**config.mk**
```make
export PLATFORM = sky130hd
export DESIGN_NAME = apb_timer_sched
export DESIGN_NICKNAME = d
export VERILOG_FILES = /design/src/rtl/apb_timer_sched.sv
export SDC_FILE = /design/constraint.sdc
export NUM_CORES = 1
export LEC_CHECK = 0
export ABC_CLOCK_PERIOD_IN_PS = 2500
export CAP_MARGIN = 20
export CORE_ASPECT_RATIO = 1.75
export CORE_MARGIN = 5
export CORE_UTILIZATION = 44
export DETAILED_ROUTE_END_ITERATION = 6
export HOLD_SLACK_MARGIN = 0.06
export PLACE_DENSITY = 0.84
export SYNTH_ARGS = -nofsm -noshare
export SYNTH_HDL_FRONTEND = slang
export SYNTH_SLANG_ARGS = --single-unit
```
**constraint.sdc**
```tcl
create_clock -name HCLK -period 2.5 [get_ports HCLK]
set_input_delay 0.25 -clock HCLK [delete_from_list [all_inputs] [get_ports HCLK]]
set_output_delay 0.25 -clock HCLK [all_outputs]
set_load 0.01 [all_outputs]
```
**src/rtl/apb_timer_sched.sv**
```systemverilog
// apb_timer_sched: round-robin scheduler that lends one APB timer to NREQ one-shot delay requesters
//   HCLK, HRESETn             clock, asynchronous active-low reset
//   req_valid_i/req_delay_i   per-requester request and 32-bit delay (slice i at [32*i+:32])
//   req_ready_o, done_o       one-hot accept and completion pulses
//   err_o                     one-hot overflow-abort pulse (only with APB_TIMER_SCHED_OVF_ABORT_EN)
//   busy_o                    high whenever a job is in flight
//   PADDR_o..PENABLE_o        APB master write port to the timer; PREADY_i is its ready
//   timer_irq_i               timer irq: bit1 compare match, bit0 overflow
// Optional feature macro: APB_TIMER_SCHED_OVF_ABORT_EN
module apb_timer_sched #(
    parameter int         NREQ           = 4,
    parameter int         APB_ADDR_WIDTH = 12,
    parameter logic [2:0] PRESCALER      = 3'd0
) (
    input  logic                      HCLK,
    input  logic                      HRESETn,
    input  logic [NREQ-1:0]           req_valid_i,
    input  logic [32*NREQ-1:0]        req_delay_i,
    output logic [NREQ-1:0]           req_ready_o,
    output logic [NREQ-1:0]           done_o,
`ifdef APB_TIMER_SCHED_OVF_ABORT_EN
    output logic [NREQ-1:0]           err_o,
`endif
    output logic                      busy_o,
    output logic [APB_ADDR_WIDTH-1:0] PADDR_o,
    output logic [31:0]               PWDATA_o,
    output logic                      PWRITE_o,
    output logic                      PSEL_o,
    output logic                      PENABLE_o,
    input  logic                      PREADY_i,
    input  logic [1:0]                timer_irq_i
);
    localparam int IW = (NREQ > 1) ? $clog2(NREQ) : 1;
    localparam logic [NREQ-1:0] ONE = NREQ'(1);
    localparam logic [APB_ADDR_WIDTH-1:0] CTRL_ADDR = APB_ADDR_WIDTH'(4);
    localparam logic [APB_ADDR_WIDTH-1:0] CMP_ADDR = APB_ADDR_WIDTH'(8);
    typedef enum logic [3:0] {IDLE, GRANT, CTRL_S, CTRL_A, CMP_S, CMP_A, WAIT, STOP_S, STOP_A, DONE} state_t;
    state_t        state_q;
    logic [IW-1:0] last_q, cur_q, win;
    logic [31:0]   dly_q, win_dly;
    logic          stop;
    // Scan from farthest to nearest after last_q so the nearest valid index is the final assignment.
    always_comb begin
        win = last_q;
        win_dly = '0;
        for (int k = NREQ; k >= 1; k--)
            for (int i = 0; i < NREQ; i++)
                if (i == (int'(last_q) + k) % NREQ && req_valid_i[i]) win = IW'(i);
        for (int i = 0; i < NREQ; i++)
            if (IW'(i) == win) win_dly = req_delay_i[32*i +: 32];
    end
`ifdef APB_TIMER_SCHED_OVF_ABORT_EN
    logic abort_q;
    assign stop = |timer_irq_i;
`else
    logic unused_ovf;
    assign unused_ovf = timer_irq_i[0];
    assign stop = timer_irq_i[1];
`endif
    assign busy_o = state_q != IDLE;
    always_ff @(posedge HCLK or negedge HRESETn) begin
        if (!HRESETn) begin
            state_q     <= IDLE;
            last_q      <= IW'(NREQ - 1);
            cur_q       <= '0;
            dly_q       <= '0;
            req_ready_o <= '0;
            done_o      <= '0;
            PADDR_o     <= '0;
            PWDATA_o    <= '0;
            PWRITE_o    <= 1'b0;
            PSEL_o      <= 1'b0;
            PENABLE_o   <= 1'b0;
`ifdef APB_TIMER_SCHED_OVF_ABORT_EN
            err_o       <= '0;
            abort_q     <= 1'b0;
`endif
        end else begin
            req_ready_o <= '0;
            done_o      <= '0;
`ifdef APB_TIMER_SCHED_OVF_ABORT_EN
            err_o       <= '0;
`endif
            case (state_q)
                IDLE: if (|req_valid_i) begin
                    state_q     <= GRANT;
                    cur_q       <= win;
                    last_q      <= win;
                    dly_q       <= win_dly;
                    req_ready_o <= ONE << win;
                end
                GRANT: if (dly_q == '0) begin
                    state_q <= DONE;
                    done_o  <= ONE << cur_q;
                end else begin
                    state_q  <= CTRL_S;
                    PSEL_o   <= 1'b1;
                    PWRITE_o <= 1'b1;
                    PADDR_o  <= CTRL_ADDR;
                    PWDATA_o <= {26'b0, PRESCALER, 2'b0, 1'b1};
                end
                CTRL_S: begin
                    state_q   <= CTRL_A;
                    PENABLE_o <= 1'b1;
                end
                CTRL_A: if (PREADY_i) begin
                    state_q   <= CMP_S;
                    PENABLE_o <= 1'b0;
                    PADDR_o   <= CMP_ADDR;
                    PWDATA_o  <= dly_q;
                end
                CMP_S: begin
                    state_q   <= CMP_A;
                    PENABLE_o <= 1'b1;
                end
                CMP_A: if (PREADY_i) begin
                    state_q   <= WAIT;
                    PSEL_o    <= 1'b0;
                    PENABLE_o <= 1'b0;
                    PWRITE_o  <= 1'b0;
                end
                WAIT: if (stop) begin
                    state_q  <= STOP_S;
                    PSEL_o   <= 1'b1;
                    PWRITE_o <= 1'b1;
                    PADDR_o  <= CTRL_ADDR;
                    PWDATA_o <= '0;
`ifdef APB_TIMER_SCHED_OVF_ABORT_EN
                    abort_q  <= !timer_irq_i[1];
`endif
                end
                STOP_S: begin
                    state_q   <= STOP_A;
                    PENABLE_o <= 1'b1;
                end
                STOP_A: if (PREADY_i) begin
                    state_q   <= DONE;
                    PSEL_o    <= 1'b0;
                    PENABLE_o <= 1'b0;
                    PWRITE_o  <= 1'b0;
`ifdef APB_TIMER_SCHED_OVF_ABORT_EN
                    if (abort_q) err_o <= ONE << cur_q;
                    else done_o <= ONE << cur_q;
`else
                    done_o    <= ONE << cur_q;
`endif
                end
                DONE: state_q <= IDLE;
                default: state_q <= IDLE;
            endcase
        end
    end
endmodule

```
======== Yosys cells after proc, flatten, opt, wreduce, memory -nomap -nowiden ========
Index checks and enable logic that the tools add are counted.
word-level totals
  bits in registers ....................... 94
  bits of input ports ..................... 137
cells by class
  add/sub/neg operators ................... 4
  equal/unequal tests ..................... 31
  shift operators ......................... 2
  mux-type cells .......................... 45
  bitwise operators ....................... 4
  reductions and logical operators ........ 40
operators by type and width
  operator                                             number
  two-way mux 32 bit                                   7
  logical NOT 32 bit                                   5
  case mux 32 bit (3 select lines)                     1
  two-way mux 4 bit                                    10
  two-way mux 12 bit                                   3
  case mux 12 bit (3 select lines)                     1
  case mux 4 bit (9 select lines)                      1
  two-way mux 2 bit                                    16
  equality test 3 bit, first input constant            8
  equality test 4 x 3 -> 1 bit, second input constant  4
  logical AND 1 bit                                    16
  equality test 2 x 3 -> 1 bit, first input constant   4
  != test 2 bit, second input constant                 6
  OR reduction 2 bit                                   5
  equality test 4 x 2 -> 1 bit, second input constant  2
  case mux 4 bit (2 select lines)                      1
  AND reduction 4 bit                                  2
  << shifter 1 x 2 -> 4 bit, first input constant      2
  nonzero test 3 bit                                   2
  OR reduction 3 bit                                   2
  AND reduction 5 bit                                  1
  adder 2 x 1 -> 2 bit, second input constant          2
  adder 2 bit, second input constant                   2
  bitwise AND 1 bit, first input constant              4
  14 further kinds                                     19

======== Longest topological paths before layout ========
  word-level depth ........................ 26
  depth in mapped cells ................... 8
  mapped depth without buffers ............ 5

======== Least setup slack after synthesis ========
Ideal clock, no wire load.
  path type ............................... register to register
  from .................................... register last_q[1]
  to ...................................... register dly_q[10]
  arrival time ............................ 1.742 ns
  data required time ...................... 2.360 ns
  path slack .............................. 0.618 ns
  stages on the path, launching flop included .. 9
  path through ............................ dfstp_2 -> buf_2 -> nor3b_1 -> o21bai_1 -> and2_1 -> buf_2 -> buf_2 -> o221ai_2 -> a22oi_1
on the way
  word-level cells in the longest chain between the ends .. 26
  elaborated cells on any way between the ends .. 68
  those cells by class .................... add/sub: 4; eq/ne: 15; mux: 20; bitwise: 4; reduce/logical: 25
RTL lines
  item                             RTL line  source
  start, declared                  39        logic [IW-1:0] last_q, cur_q, win;
  start signal, assigned           64        last_q <= IW'(NREQ - 1);
  start signal, assigned           88        last_q <= win;
  adder 2 x 1 -> 2 bit             48        if (i == (int'(last_q) + k) % NREQ && req_valid_i[i]) win = IW'(i);
  OR reduction 2 bit (no line)     --
  bitwise AND 1 bit (no line)      --
  logical NOT 32 bit               48
  logical AND 1 bit                48
  two-way mux 2 bit (15 in a row)  48
  two-way mux 2 bit *              48
  logical NOT 2 bit                50        if (IW'(i) == win) win_dly = req_delay_i[32*i +: 32];
  two-way mux 32 bit (3 in a row)  50
  two-way mux 32 bit *             50
  end signal, assigned             89        dly_q <= win_dly;
  end, declared                    40        logic [31:0] dly_q, win_dly;
Every way passes the cells marked *; elsewhere a longest branch is shown, timed or not.
A chain may end at the register's enable or synchronous reset.

======== Worst setup path in the final report ========
  from .................................... register last_q[1]
  to ...................................... register dly_q[12]
The elaborated chain is that of the path after synthesis.

==> results.py <==
metrics = {
    "run_status": {
        "status": "finished clean",
    },
    "floorplan": {
        "dieWidth_um": 88.4,
        "core_mm2": 0.0106,
        "rows": 50,
        "floorplan.initialDensity_pct": 44.5,
        "pin_count": 193,
        "die_h_um": 147,
        "die_area_mm2": 0.0130,
    },
    "drt": {
        "ant_nets": 0,
        "vias": 4750,
        "wl_per_cell_um": 20.3,
        "drt_iter0_drc": 427,
        "firstDrtPassIters": 5,
        "drc": 0,
        "wirelength_um": 16200,
        "viasPerCell": 5.97,
    },
    "setup_path": {
        "endpoint_kind": "flop",
        "cp.arrival_ns": 2.46,
        "worst-path-max-fanout": 15,
        "criticalPathCategory": "reg -> reg",
        "startpoint_type": "flop",
        "required_ns": 2.70,
    },
    "cts": {
        "clockBufferDepth": 2,
        "cts_buffers": 9,
        "cts.clk_slew.worst_paths_ns": 0.06,
        "cts.sinks": 84,
        "clockRootBuffer": "clkbuf_16",
        "cts_tree": "built",
        "clkLatencyLatePin_ns": 0.33,
        "htree_num_levels": 3,
        "ctsResizeCount": 0,
    },
    "layout": {
        "fillCellCount": 884,
        "final_util_pct": 65.8,
        "post-route-cell-area_mm2": 0.00700,
        "n_antenna_cell": 0,
        "nets": 798,
        "syn_to_final_growth_pct": 47.9,
        "drive_gt1_share_pct": 11.1,
    },
    "timing": {
        "slew_headroom_pct": 37.7,
        "timing.setup.tns_ns": 0,
        "rsz0062_at_grt": "no",
        "fin_crit_sh_pct": 90.4,
        "tightest_slew_ns": 0.934,
        "finalHoldViolCount": 0,
        "fmax_mhz": 442,
        "slew_viol_final": 0,
        "fin_skew_ns": 0.00636,
        "fin_crit_ns": 2.26,
        "whs_ns": 0.501,
        "setup_viol": 0,
    },
    "synthesis": {
        "synthDistinctLibCells": 51,
        "seq_area_frac_synth_pct": 44.5,
        "synth_cells": 483,
        "synthTopCellsByArea": "dfrtp_1 43%, a22oi_1 9.2%, mux2i_1 7.2%",
        "yosysWarnings": 0,
        "synth_most_common_cell": "dfrtp_1",
        "synth_top_area_cell": "dfrtp_1",
        "synth_edf_count": 0,
        "synth-seq-cells": 84,
        "synth_commonest_cells": "82 x dfrtp_1, 76 x nand2_1, 58 x a22oi_1",
        "netlist_area_mm2": 0.00473,
        "avgSynthCellArea_um2": 9.79,
        "yosysTopAreaCellShare_pct": 43.4,
        "synth-main-ff-cell": "dfrtp_1",
        "async_reset_ff_share_pct": 100,
    },
    "global_route": {
        "grt-ovfl-total": 0,
        "grt_max_degree": 56,
        "grt_util_all_layers_pct": 24.6,
        "antenna_found_initial": 0,
        "grt_pass1_wl_um": 24900,
        "grt_pass1_vias": 4760,
    },
    "worst_hold_path": {
        "hp-class": "in -> async",
    },
    "flow_run": {
        "cap_violations": 0,
    },
    "placement": {
        "hpwl_um": 12200,
        "place_congestion": 0.899,
        "place_area_mm2": 0.00672,
        "port_buffers": 181,
    },
    "pwr": {
        "powerDensity_mw_per_mm2": 1080,
        "finalPower_w": 0.00758,
        "vdd.ir_drop.worst_v": 0.000700,
        "leakage_nw": 2.83,
    },
}
-- routing by layer --
layer | part of all wire (%) | GRT usage (%)
met5 | 0 | 0
met3 | 7.4 | 3.82
met2 | 54 | 43.7
met4 | 3.7 | 10.6
met1 | 34 | 28.5
-- power by group --
group	internal, W	leakage, nW	switching, W
sequential	0.00191	1.06	0.000467
combinational	0.00178	1.65	0.00222
clock	0.000671	0.124	0.000532
-- final timing paths --
check,startpoint,end,slack (ns),cells past startpoint
setup / recovery,last_q[1],dly_q[12],0.24,5
hold / removal,HRESETn,PWDATA_o[9],0.50,2
setup reg to reg,last_q[1],dly_q[12],0.24,5
hold reg to reg,cur_q[1],done_o[1],0.51,1
max in group asynchronous,HRESETn,dly_q[21],1.27,3
min in group HCLK,cur_q[1],done_o[1],0.51,1
-- cell usage in the layout (no fill, tap or decap), drive strengths merged, types with 3 or more instances in the layout --
master,instances
a21oi,9
a221oi,7
a22oi,58
and2,3
buf,28
clkbuf,10
clkdlybuf4s50,180
clkinv,3
clkinvlp,3
conb,10
dfrtp,82
inv,4
mux2i,34
nand2,76
nand2b,6
nor2,23
nor2b,7
nor3b,5
nor4,12
o21ai,39
o221ai,26
o22ai,6
-- critical path, cell delays in order, from the launching register on --
cell and delay (ns):
dfstp_2 0.62, nand2b_1 0.16, a21oi_1 0.12, a2111oi_4 0.74
buf_4 0.37, a22oi_1 0.11
-- flip-flops by register name, summed over array words and instances (netlist names) --
| register | count |
|---|---|
| PADDR_o | 2 |
| PENABLE_o | 1 |
| PSEL_o | 1 |
| PWDATA_o | 32 |
| cur_q | 2 |
| dly_q | 32 |
| done_o | 4 |
| last_q | 2 |
| req_ready_o | 4 |
| state_q | 4 |
-- stage by stage --
| step | std cells | worst slack [ns] |
|---|---|---|
| floorplan | 492 | 0.618 |
| global placement | 779 | 0.0482 |
| detailed placement | 779 | 0.0286 |
| CTS | 796 | 0.267 |
| global route | 796 | 0.113 |
| finish | 796 | 0.240 |
-- area by class of cell --
cell class / instances / area [um^2] / share of cell area, %
clock buffers: 10 / 229 / 3.27
clock inverters: 6 / 41.3 / 0.590
inverters: 4 / 15.0 / 0.215
multi-input cells: 353 / 2410 / 34.5
flip-flops and latches: 84 / 2100 / 30.1
well taps: 130 / 163 / 2.32
repair buffers: 209 / 2030 / 29.1
-- logic make-up (layout without fill, tap and decap cells) --
logic type             after synthesis  after routing  share of synthesized area [%]
buffers and inverters               55            229                           6.37
muxes                               34             34                           7.19
AOI/OAI and AO/OA                  164            164                           27.2
other                                1             10                         0.0793
DFF                                 84             84                           44.5
and+or+nand+nor                    145            145                           14.7
-- repair_timing --
action,in CTS,in global routing
hold buffers,1,0
endpoints found under the hold margin,51,0
setup buffers,0,0
No activity file was read; power rests on OpenSTA's default activity.
==> edit 1 (same settings) <==
The 10 states of `state_t` get a Gray code encoding in 4 bits.
--- a/src/rtl/apb_timer_sched.sv
+++ b/src/rtl/apb_timer_sched.sv
@@ -36,3 +36,3 @@
     localparam logic [APB_ADDR_WIDTH-1:0] CMP_ADDR = APB_ADDR_WIDTH'(8);
-    typedef enum logic [3:0] {IDLE, GRANT, CTRL_S, CTRL_A, CMP_S, CMP_A, WAIT, STOP_S, STOP_A, DONE} state_t;
+    typedef enum logic [3:0] {IDLE = 4'b0000, GRANT = 4'b0001, CTRL_S = 4'b0011, CTRL_A = 4'b0010, CMP_S = 4'b0110, CMP_A = 4'b0111, WAIT = 4'b0101, STOP_S = 4'b0100, STOP_A = 4'b1100, DONE = 4'b1101} state_t;
     state_t        state_q;
Behaviour: no difference found for any inputs over 4 cycles, from zero or initial values and one cycle with HRESETn low; so few cycles prove little.
==> edit 1 against the original RTL <==
Total power decreased by 7.6%. Sequential cell count unchanged. Setup slack got worse by 9.1 ps. Worst hold slack got worse by 440 ps. Via count decreased by 10%. Final area decreased by 2.3%. Sequential share of layout area increased by 0.70 points. Area after synthesis decreased by 3.0%. Non-clock buffer count decreased by 9. Die area decreased by 2.7%. Routed wire length decreased by 8.6%. Critical endpoint is now dly_q[31]. Largest cell class unchanged.
==> edit 1: results (changes against the original RTL) <==
Outcome
  • Status: completed

GRT
  • Gr usage total: 0.237 (-0.00925)
  • Grt met2 use: 0.425 (-0.0127)
  • Largest net degree at the start of global routing: 79 (+41%)
  • Met1 usage: 0.273 (-0.0117)
  • Vias in the first global route: 4407 (-7.4%)

Routing
  • DR vias/cell: 5.87 (-1.6%)
  • WL per Instance: 20.4 um (+0.34%)
  • DRT iter0 DRCs: 181 (-58%)
  • WL met3: 968 um (-19%)
  • Met2 wire len: 8180 um (-7.0%)
  • Via count: 4255 (-10%)

STA
  • Skew final: 8.21 ps (+1.85 ps)

Critical path
  • Launch point of the worst reg-to-reg path: state_q[2]
  • Worst path slowest cell: dfrtp_1
  • Max incr delay on CP: 520 ps (-220 ps)

Place
  • Pre-CTS setup slack: 96.0 ps (+67.4 ps)
  • RePlAce Congestion: 0.925 (+2.9%)
  • Placed cell count: 709 (-9.0%)
  • Placed inst area: 6530 sq um (-2.8%)

Logic synthesis
  • Post-synth cell types: 57 (+12%)
  • Post-synthesis sequential area ratio: 0.459 (+0.0138)
  • Mapped Cells: 412 (-15%)

Power and ir drop
  • Pleak: 2.93 nW (+3.3%)
  • Peak supply drop: 701 uV (+0.22%)
==> edit 1: layout make-up <==
class | instances | area, sq um
Multi-Input combinational cell | 292 | 2260
Sequential cell | 84 | 2100
Inverter | 6 | 22.5
Clock inverter | 3 | 26.3
Fill cell | 775 | 3400
Clock buffer | 13 | 280
Tap cell | 127 | 159
Timing Repair Buffer | 200 | 1990
==> edit 1: per-stage QoR <==
step                      hold slack (ps)  power [mW]
final                                59.6        7.01
after global routing                  159        7.43
after CTS                             109        7.03
after detailed placement              457        5.70
after global placement                458        5.58
after floorplan                     -45.6        4.43
==> edit 1: worst max-delay path: cells and delay by family (launching register included) <==
kind               cells  cell delay [ps]
and+or+nand+nor        3              940
AOI/OAI and AO/OA      2              690
DFF                    1              520
==> edit 1: path summary, 6_finish.rpt <==
check                             end  slack [ps]  cells after the start
min in group HCLK          PADDR_o[3]         490                      1
max in group asynchronous   dly_q[24]        1720                      2
setup reg to reg            dly_q[31]         230                      5
setup / recovery            dly_q[31]         230                      5
hold reg to reg            PADDR_o[3]         490                      1
hold / removal              done_o[0]          60                      1
==> edit 1: report_power, final <==
part / leakage [nW] / total [mW] / switching (mW) / internal, mW
combinational: 1.74 / 3.28 / 1.65 / 1.62
sequential: 1.04 / 2.41 / 0.547 / 1.86
clock: 0.152 / 1.32 / 0.531 / 0.789
==> edit 1: logic make-up after synthesis <==
kind of cell | count (synthesis) | synth area share
buffers and inverters | 45 | 0.0592
muxes | 40 | 0.0873
DFF | 84 | 0.459
other | 1 | 0.000817
AOI/OAI and AO/OA | 121 | 0.236
and+or+nand+nor | 120 | 0.156
xor gates and xnor gates | 1 | 0.00191
==> edit 2 (same flow settings) <==
Without the edit above. Build with the macro `APB_TIMER_SCHED_OVF_ABORT_EN` defined.
--- a/src/rtl/apb_timer_sched.sv
+++ b/src/rtl/apb_timer_sched.sv
@@ -9,2 +9,4 @@
 // Optional feature macro: APB_TIMER_SCHED_OVF_ABORT_EN
+`define APB_TIMER_SCHED_OVF_ABORT_EN
+
 module apb_timer_sched #(
New outputs: err_o. Function: not settled (the Yosys comparison gave no result); the edit may change what the design does.
==> edit 2 against the original RTL <==
Final area fell by 1.9%. Sequential cell count up 5. Routed wire length down 9.8%. Global-route usage is 1.5 points lower. Total power increased by 1.1%. Setup slack lost 51 ps. Sequential power grew 8%. Area after synthesis is 2.9% lower. First-iteration DRC count down 40%. Non-clock buffer count down 3. Clock skew rose by 2.8 ps. Highest routed layer unchanged.
==> edit 2: results (changes against the original RTL) <==
Outcome
  • Status: completed

Power and ir drop
  • Psw: 3.00 mW (-6.8%)
  • Cell Int Power: 4.66 mW (+6.9%)
  • Pleak: 2.90 nW (+2.4%)
  • Peak supply drop: 618 uV (-12%)
  • Flop+latch power: 2.55 mW (+8%)
  • Logic power comb: 3.77 mW (-5.8%)

Clocking
  • Number of H-tree levels: 3 (unchanged)
  • Max Buffers Root-to-Sink: 2 (unchanged)
  • Worst-path clk slew: 70 ps
  • Post-CTS Setup Inserts: 0 (unchanged)

Critical path
  • Setup slack, reg-to-reg: 190 ps (-50 ps)
  • Crit path max fanout: 31 (+16)
  • CP top delay family: simple AND/OR/NAND/NOR gates
  • Worst path slowest cell: or4_4
  • Worst Path Arrival: 2520 ps (+60 ps)
  • Max incr delay on CP: 590 ps (-150 ps)

Logic synthesis
  • Area contributors post-synth: dfrtp_1 47%, mux2i_1 7.4%, nand2_1 6.2%
  • Post-synth top cells: 87 x dfrtp_1, 76 x nand2_1, 34 x mux2i_1, 32 x a22o_1
  • Post-synthesis sequential area ratio: 0.485 (+0.0404)
  • Post-synth cell types: 55 (+7.8%)
  • Mapped Cells: 432 (-11%)

GRT
  • First-pass GRT wire length: 23000 um (-7.7%)
  • Largest net degree at the start of global routing: 53 (-5.4%)
  • Met3 usage: 0.0391 (+0.000978)
  • Grt met2 use: 0.421 (-0.0167)
  • Met1 usage: 0.249 (-0.0355)
  • Vias in the first global route: 4534 (-4.7%)
  • Gr usage total: 0.231 (-0.0150)

STA
  • Worst-margin pin slew: 958 ps (+23.5 ps)
  • Minimum hold slack: 470 ps (-30.8 ps)
  • Skew final: 9.19 ps (+2.83 ps)
  • Crit share post-route: 0.924 (+0.0204)

Place
  • Final HPWL DP: 11100 um (-9.4%)
  • Placed inst area: 6550 sq um (-2.6%)
  • Port Buffers: 186 (+2.8%)
  • RePlAce Congestion: 0.804 (-11%)
  • Placed cell count: 730 (-6.3%)
  • Pre-CTS setup slack: -69.9 ps (-98.5 ps)

Finish
  • Share of cells above drive strength 1: 0.0821 (-0.0290)
  • Filler Cells Inserted: 791 (-11%)

Routing
  • Initial DRT Pass Iterations: 4 (-1)
  • Via count: 4304 (-9.4%)
  • Drt total wl: 14600 um (-9.8%)
  • DRT iter0 DRCs: 256 (-40%)
  • WL per Instance: 19.5 um (-4.0%)
==> edit 2: cell types whose count changed in the layout (fill, tap and decap cells not counted), sizes merged, moves of 7 or more <==
cell,delta
a221oi,-7
a22o,+32
a22oi,-58
a31oi,+29
buf,-8
nor2,-16
o21ai,-36
o221ai,-25
o2bb2ai,+31
==> edit 2: cells by family after synthesis <==
family / after synthesis / share of synthesized area
buffers and inverters: 45 / 0.0678
flip-flops: 89 / 0.485
AND/OR/NAND/NOR: 135 / 0.153
multiplexers: 34 / 0.0741
AO/OA/AOI/OAI: 128 / 0.219
other: 1 / 0.000816
==> edit 2: path summary, 6_finish.rpt <==
| kind | to | startpoint |
|---|---|---|
| setup reg to reg | dly_q[12] | state_q[1] |
| max in group asynchronous | dly_q[14] | HRESETn |
| hold reg to reg | PWDATA_o[28] | PWDATA_o[28] |
| min in group HCLK | dly_q[5] | req_delay_i[69] |
| hold / removal | PWDATA_o[20] | HRESETn |
| setup / recovery | dly_q[12] | state_q[1] |
==> edit 2: final cells by class <==
cell class | count | area (sq um) | share of cell area
Sequential cell | 89 | 2230 | 0.325
Multi-Input combinational cell | 308 | 2120 | 0.309
Timing Repair Buffer | 206 | 2050 | 0.299
Clock buffer | 11 | 243 | 0.0354
Tap cell | 127 | 159 | 0.0232
Clock inverter | 5 | 55.1 | 0.00802
Inverter | 2 | 7.51 | 0.00109
==> edit 2: what timing repair did <==
| action | CTS | global route |
|---|---|---|
| hold buffers | 1 | 0 |
| endpoints found under the setup margin | 5 | 0 |
| endpoints found under the hold margin | 45 | 0 |
==> edit 2: routing by layer <==
layer	vias to the layer above	wire, um
met5	-	0
met4	0	547
met3	40	910
met2	194	8120
met1	2103	5000
li1	1967	-
